<file path="config.mk">
export PLATFORM = sky130hd
export DESIGN_NAME = cook_sense
export DESIGN_NICKNAME = d
export VERILOG_FILES = /design/src/rtl/cook_pkg.sv /design/src/rtl/flip_debounce.sv /design/src/rtl/cook_sense.sv
export SDC_FILE = /design/constraint.sdc
export NUM_CORES = 1
export LEC_CHECK = 0
export ABC_AREA = 1
export CAP_MARGIN = 10
export CORE_MARGIN = 5
export CORE_UTILIZATION = 45
export DETAILED_ROUTE_END_ITERATION = 7
export HOLD_SLACK_MARGIN = 0.1
export PLACE_DENSITY = 0.76
export SYNTH_ARGS = -nofsm -noshare
export SYNTH_HDL_FRONTEND = slang
export SYNTH_SLANG_ARGS = --single-unit
</file>
<file path="constraint.sdc">
create_clock -name clk -period 1.7 [get_ports clk]
set_input_delay 0.34 -clock clk [delete_from_list [all_inputs] [get_ports clk]]
set_output_delay 0.34 -clock clk [all_outputs]
set_load 0.05 [all_outputs]
</file>
<file path="src/rtl/cook_pkg.sv">
// cook_pkg: shared encodings for the temperature qualifier and the cook FSM status.
package cook_pkg;
   localparam logic [1:0] COLD = 2'b00, WARMING = 2'b01, HOT = 2'b11, COOLING = 2'b10;
   localparam logic [1:0] IDLE = 2'b00, NEED_FLIP = 2'b01, FLIPPED = 2'b10, DONE = 2'b11;
endpackage

</file>
<file path="src/rtl/flip_debounce.sv">
// flip_debounce: 2-FF synchroniser, stability counter and debounced-level rising-edge detect.
module flip_debounce #(
   parameter int DEB = 3
) (
   input  logic clk,
   input  logic reset,
   input  logic flip_btn,
   output logic rise
);
   localparam int DW = DEB > 1 ? $clog2(DEB) : 1;
   localparam logic [DW-1:0] LAST = DW'(DEB - 1);
   logic s1, s2, db, done;
   logic [DW-1:0] cnt;
   assign done = (s2 != db) && (cnt == LAST);
   // rise is the cycle before db goes high, so the pulse register lines up with db
   assign rise = done && s2;
   always_ff @(posedge clk or posedge reset)
      if (reset) begin
         s1  <= 1'b0;
         s2  <= 1'b0;
         db  <= 1'b0;
         cnt <= '0;
      end else begin
         s1  <= flip_btn;
         s2  <= s1;
         db  <= done ? s2 : db;
         cnt <= (s2 == db || done) ? '0 : cnt + DW'(1);
      end
endmodule

</file>
<file path="src/rtl/cook_sense.sv">
// cook_sense: qualifies the temperature stream into temp and turns the flip button into a flip pulse.
module cook_sense import cook_pkg::*; #(
   parameter int SAMPLE_W  = 8,
   parameter int THRESH    = 180,
   parameter int HYST      = 10,
   parameter int HOLD      = 4,
   parameter int DEB       = 3,
   parameter int GATE_FLIP = 0
) (
   input  logic                clk,
   input  logic                reset,
   input  logic                sample_valid,
   input  logic [SAMPLE_W-1:0] sample,
   input  logic                flip_btn,
   input  logic                need_flip,
   output logic                temp,
   output logic                flip,
   output logic [3:0]          early_flips
);
   localparam int CW = $clog2(HOLD + 1);
   localparam logic [CW-1:0] LAST = CW'(HOLD - 1);
   localparam logic [SAMPLE_W-1:0] TH = SAMPLE_W'(THRESH);
   localparam logic [SAMPLE_W-1:0] TL = SAMPLE_W'(THRESH - HYST);
   logic [1:0] st, nst;
   logic [CW-1:0] cnt, ncnt;
   logic hi, lo, ntemp, rise;
   assign hi = sample >= TH;
   assign lo = sample < TL;
   always_ff @(posedge clk or posedge reset)
      if (reset) begin
         st   <= COLD;
         cnt  <= '0;
         temp <= 1'b0;
      end else begin
         st   <= nst;
         cnt  <= ncnt;
         temp <= ntemp;
      end
   always_comb begin
      nst  = st;
      ncnt = cnt;
      if (sample_valid)
         case (st)
            COLD: begin
               nst  = hi ? (HOLD == 1 ? HOT : WARMING) : COLD;
               ncnt = (hi && HOLD != 1) ? CW'(1) : '0;
            end
            WARMING: begin
               nst  = !hi ? COLD : (cnt == LAST ? HOT : WARMING);
               ncnt = (!hi || cnt == LAST) ? '0 : cnt + CW'(1);
            end
            HOT: begin
               nst  = lo ? (HOLD == 1 ? COLD : COOLING) : HOT;
               ncnt = (lo && HOLD != 1) ? CW'(1) : '0;
            end
            default: begin
               nst  = !lo ? HOT : (cnt == LAST ? COLD : COOLING);
               ncnt = (!lo || cnt == LAST) ? '0 : cnt + CW'(1);
            end
         endcase
   end
   always_comb ntemp = (nst == HOT) || (nst == COOLING);
   flip_debounce #(.DEB(DEB)) u_deb (
      .clk      (clk),
      .reset    (reset),
      .flip_btn (flip_btn),
      .rise     (rise)
   );
   always_ff @(posedge clk or posedge reset)
      if (reset) begin
         flip        <= 1'b0;
         early_flips <= 4'd0;
      end else begin
         flip <= rise && (GATE_FLIP == 0 || need_flip);
         if (rise && GATE_FLIP != 0 && !need_flip && early_flips != 4'hf)
            early_flips <= early_flips + 4'd1;
      end
endmodule

</file>
Yosys cells after proc, flatten, opt, wreduce, memory -nomap -nowiden --
Index checks and enable logic that the tools add are counted.
Cells by class: $add $sub $neg 2, multiply operators 0, divide/modulo/power cells 0, magnitude comparators 2, eq/ne operators 8, shift operators 0, multiplexer cells 14, bitwise logic cells 0, reductions and logical operators 9
Operators by type and width (number):
- $mux W2 | 6
- $pmux W3 S3 | 1
- $eq A2 B2 Y1 const B | 4
- $ge A8 B8 Y1 const B | 1
- $lt A8 B8 Y1 const B | 1
- $mux W3 | 2
- $pmux W2 S3 | 1
- $logic_or A1 B1 Y1 | 4
- $mux W1 | 4
- $add A3 B1 Y3 const B | 1
- $eq A3 B2 Y1 const B | 1
- $add A2 B1 Y2 const B | 1
- $eq A2 B1 Y1 const B | 1
- $logic_and A1 B1 Y1 | 2
- $logic_not A1 Y1 | 2
- $logic_not A2 Y1 | 1
- $eq A1 B1 Y1 | 1
- $ne A1 B1 Y1 | 1
Word-level totals: bits in registers 12, latch bits 0, RAM bits 0, ROM bits 0, output and inout port bits 6, memories 0

Depth between registers and ports, before layout --
word-level depth 7, gate-level depth with buffers 10, gate-level depth less buffers 10

Cells and area by module --
From an unflattened synthesis, not the netlist that was laid out.
Unflattened totals: cells, all modules 94, area total of the unflattened synthesis 709.4 sq um
Modules (own cells, without submodules):
- cook_sense | times used 1, cells each 74, area an instance 518.0 sq um, sequential area each 175.2 sq um
- flip_debounce | times used 1, cells each 20, area an instance 191.4 sq um, sequential area each 125.1 sq um

Worst setup path before layout --
No wires, ideal clock.
kind flip-flop to flip-flop, start point reg cnt[0], end point reg cnt[0], setup time 65 ps, arrival 1215 ps, data required time 1635 ps, slack 420 ps, cell stages (with the launch flop) 10, path buffers 0, path through dfrtp_1 -> ha_1 -> ha_1 -> nor2_2 -> nand3_1 -> nand2_2 -> nand2_1 -> nand2_1 -> nand2_1 -> nand2_1
On the way: longest elaborated chain between the ends 4
RTL lines:
- start: declaration | RTL line cook_sense.sv:25 | logic [CW-1:0] cnt, ncnt;
- start signal: assignment | RTL line cook_sense.sv:36 | cnt <= ncnt;
- parallel branches: the longest is 3 deep, another holds $add A3 B1 Y3
- $pmux W3 S3 (*) | RTL line cook_sense.sv:43 | case (st)
Every way passes the cells marked *. A chain may end at the register's enable or synchronous reset.

Worst setup path after layout --
Same ends and word-level chain as after synthesis.

==> metrics <==
Core ar.=~0.0014 mm²; PD cells=1340 mW/mm²; initial antenna violation count=0; vias per cell=4.62; slowest CP cell=dfrtp_1; WL/cell=just over 10 µm; Clock Tree Buf Depth=2; footprint of the multi-input gates=~290 µm²; leading cell type in the layout, fill and taps excluded=nand2_1; Crit Path Class=register to register; vias in the first global route=513; outcome=finished, final reports clean; crit start category=register; post-route setup TNS=0 ns; Sw Share=0.390; layout cells sized above 1=0.118; Slowest Stage Delay on Critical Path=~0.4 ns; most used cell, CP=nand2_1; first-pass GRT wire length=between 1500 and 2000 µm; die height=48.2 µm; Port Buffers=12; count of final setup violators=0; Routed Antenna Nets=0; Slew Viols, Final=0; number of DRC markers in iteration 0=16; Critical Path Sink Type=register; commonest cells after routing, fill and taps aside=nand2_1, dfrtp_1, inv_1, nor2_1, clkdlybuf4s50_1; Post-CTS Hold Buffers=0; clock latency on the worst-skew pair=0.27 ns; Hold Crit Endpoint=u_deb.s2$_DFF_PP0_; Final Cycle Share=0.815; RSZ-0062 raised after global routing=false; Hold Crit Depth=0; DRC viols=0; count of different cell masters after synthesis=16; CP max FO=3; Buf+Inv Stages, Crit Path=0; fin worst setup slack=around 0.32 ns; sequential area share after synthesis=0.456; most crowded layer after global routing=met2; CTS tree=done; area leader, netlist=dfrtp_1; DR pass1 iterations=4; die area=approximately 0.0023 mm²; minimum clock period=1.38 ns; post-synthesis cell count=87; Yosys warning count=4; R2R Setup Slk=~0.32 ns; CTS Buf Count=3; nets=around 120; met2 Use GR=0.208; Global Route Usage Sum=0.124; Worst Reg2Reg Path Length in Cells=9; Worst Hold Class=register to register; crit path DAT=around 1.6 ns; IO Pins=19; Remaining Overflow, GRT=0; row count=13; TritonCTS Sinks=12; switching pwr=around 0.42 mW; DP Worst Slack=0.138 ns; dpl hpwl=about 950 µm; Fillers=about 130; routing usage on met1=0.143; diode count=0; Required @ worst endpoint=between 1.5 and 2 ns; HP Start=u_deb.s1$_DFF_PP0_; area growth from synthesis to layout=23.0%; combinational share of power=0.394; Max Cap Viol=0; internal power=~0.66 mW; met3 Resource Use GR=0.0332; top-area cell type share of the netlist area=0.456; Worst R2R Start=cnt[0]$_DFFE_PP0P_; WL final=roughly 1200 µm; Worst-path clk slew=around 0.080 ns; worst r2r dst=cnt[0]$_DFFE_PP0P_; Clock Tree Root=clkbuf_4; register bit count reported by yosys=12; htree depth=1; synthesized area=between 600 and 700 µm²; Initial Utilization=0.487; fmax=between 0.7 and 0.8 GHz; delay-heaviest family, CP=simple AND/OR/NAND/NOR gates; Fin. Hold Viols=0; Clock power frac=0.210; register area=300 µm²; setup bufs post-CTS=0; sequential share of power=0.396; GP Congestion=just under 0.8; Die W=a little under 50 µm; Mean Syn Cell Area=7.56 µm²; largest net degree at the start of global routing=13; top cells by area, synth=dfrtp_1, nand2_1, inv_1, nor2_1, ha_1; CP Cell Sequence=ha_1 -> ha_1 -> nor2_2 -> nand3_1 -> nand2_2 -> nand2_1 -> nand2_1 -> nand2_1 -> nand2_1; VDD IR-drop max=between 500 and 600 µV; Lkg Pwr=0.431 nW; clk_skew=0.00493 ns; # resized after CTS=0; vias post-DR=541
[power groups by stage]
stage / Sequential [mW] / Combinational [mW] / Clock (mW)
global route: 0.440 / 0.490 / 0.242
detailed placement: 0.436 / 0.427 / 0
CTS: 0.430 / 0.429 / 0.232
finish: 0.428 / 0.425 / 0.227
global placement: 0.429 / 0.415 / 0
floorplan: 0.470 / 0.289 / 0
[synthesized netlist by cell type]
cell / n
inv_1: 11
o21ai_1: 1
conb_1: 1
xor2_1: 1
nand2_1: 24
inv_2: 2
buf_4: 4
ha_1: 3
nand2_2: 2
a21oi_2: 1
a21oi_1: 3
o21ai_0: 4
nand3_1: 6
dfrtp_1: 12
nor2_2: 1
nor2_1: 11
[cell type report]
class / count / share of cell area
Sequential cell: 12 / 0.371
Clock buffer: 4 / 0.0448
Timing Repair Buffer: 12 / 0.142
Tap cell: 15 / 0.0232
Multi-Input combinational cell: 61 / 0.359
Inverter: 13 / 0.0603
[flip-flops by register name, summed over array words and instances, names as in the netlist]
name       count
u_deb.cnt      2
st             2
cnt            3
u_deb.s2       1
temp           1
u_deb.s1       1
u_deb.db       1
flip           1
[per-layer routing]
layer	wire, µm	up-vias
li1	-	287
met1	536	234
met4	10	0
met5	0	-
met2	532	18
met3	108	2
[worst max-delay path by stage]
| stage | from | endpoint | slack [ns] | cells after the start |
|---|---|---|---|---|
| after floorplan | cnt[0]$_DFFE_PP0P_ | cnt[0]$_DFFE_PP0P_ | 0.42 | 9 |
| final | cnt[0]$_DFFE_PP0P_ | cnt[0]$_DFFE_PP0P_ | 0.32 | 9 |
| after global placement | sample[7] | cnt[0]$_DFFE_PP0P_ | 0.17 | 10 |
| after CTS | cnt[0]$_DFFE_PP0P_ | cnt[0]$_DFFE_PP0P_ | 0.30 | 9 |
| after detailed placement | sample[5] | cnt[0]$_DFFE_PP0P_ | 0.14 | 10 |
| after global routing | cnt[0]$_DFFE_PP0P_ | cnt[0]$_DFFE_PP0P_ | 0.13 | 9 |
[cells by family after synthesis]
| kind of cell | count (synthesis) | synth area share |
|---|---|---|
| flip-flops | 12 | 0.456 |
| XOR/XNOR | 1 | 0.0133 |
| AO/OA/AOI/OAI | 9 | 0.0741 |
| AND/OR/NAND/NOR | 44 | 0.274 |
| buffers and inverters | 17 | 0.120 |
| other | 1 | 0.00570 |
| adder cells (fa/ha/maj) | 3 | 0.0570 |
[stage by stage]
step                cells  hold slack [ns]   util  total power, mW  instance area (µm²)
finish                117            0.349  0.600             1.08                  810
detailed placement    113            0.339  0.573            0.863                  773
global route          117            0.361  0.600             1.17                  810
global placement      113            0.334  0.573            0.843                  773
CTS                   117            0.353  0.600             1.09                  810
floorplan              90            0.205      -            0.759                  669
No activity file was read; power rests on OpenSTA's default activity.
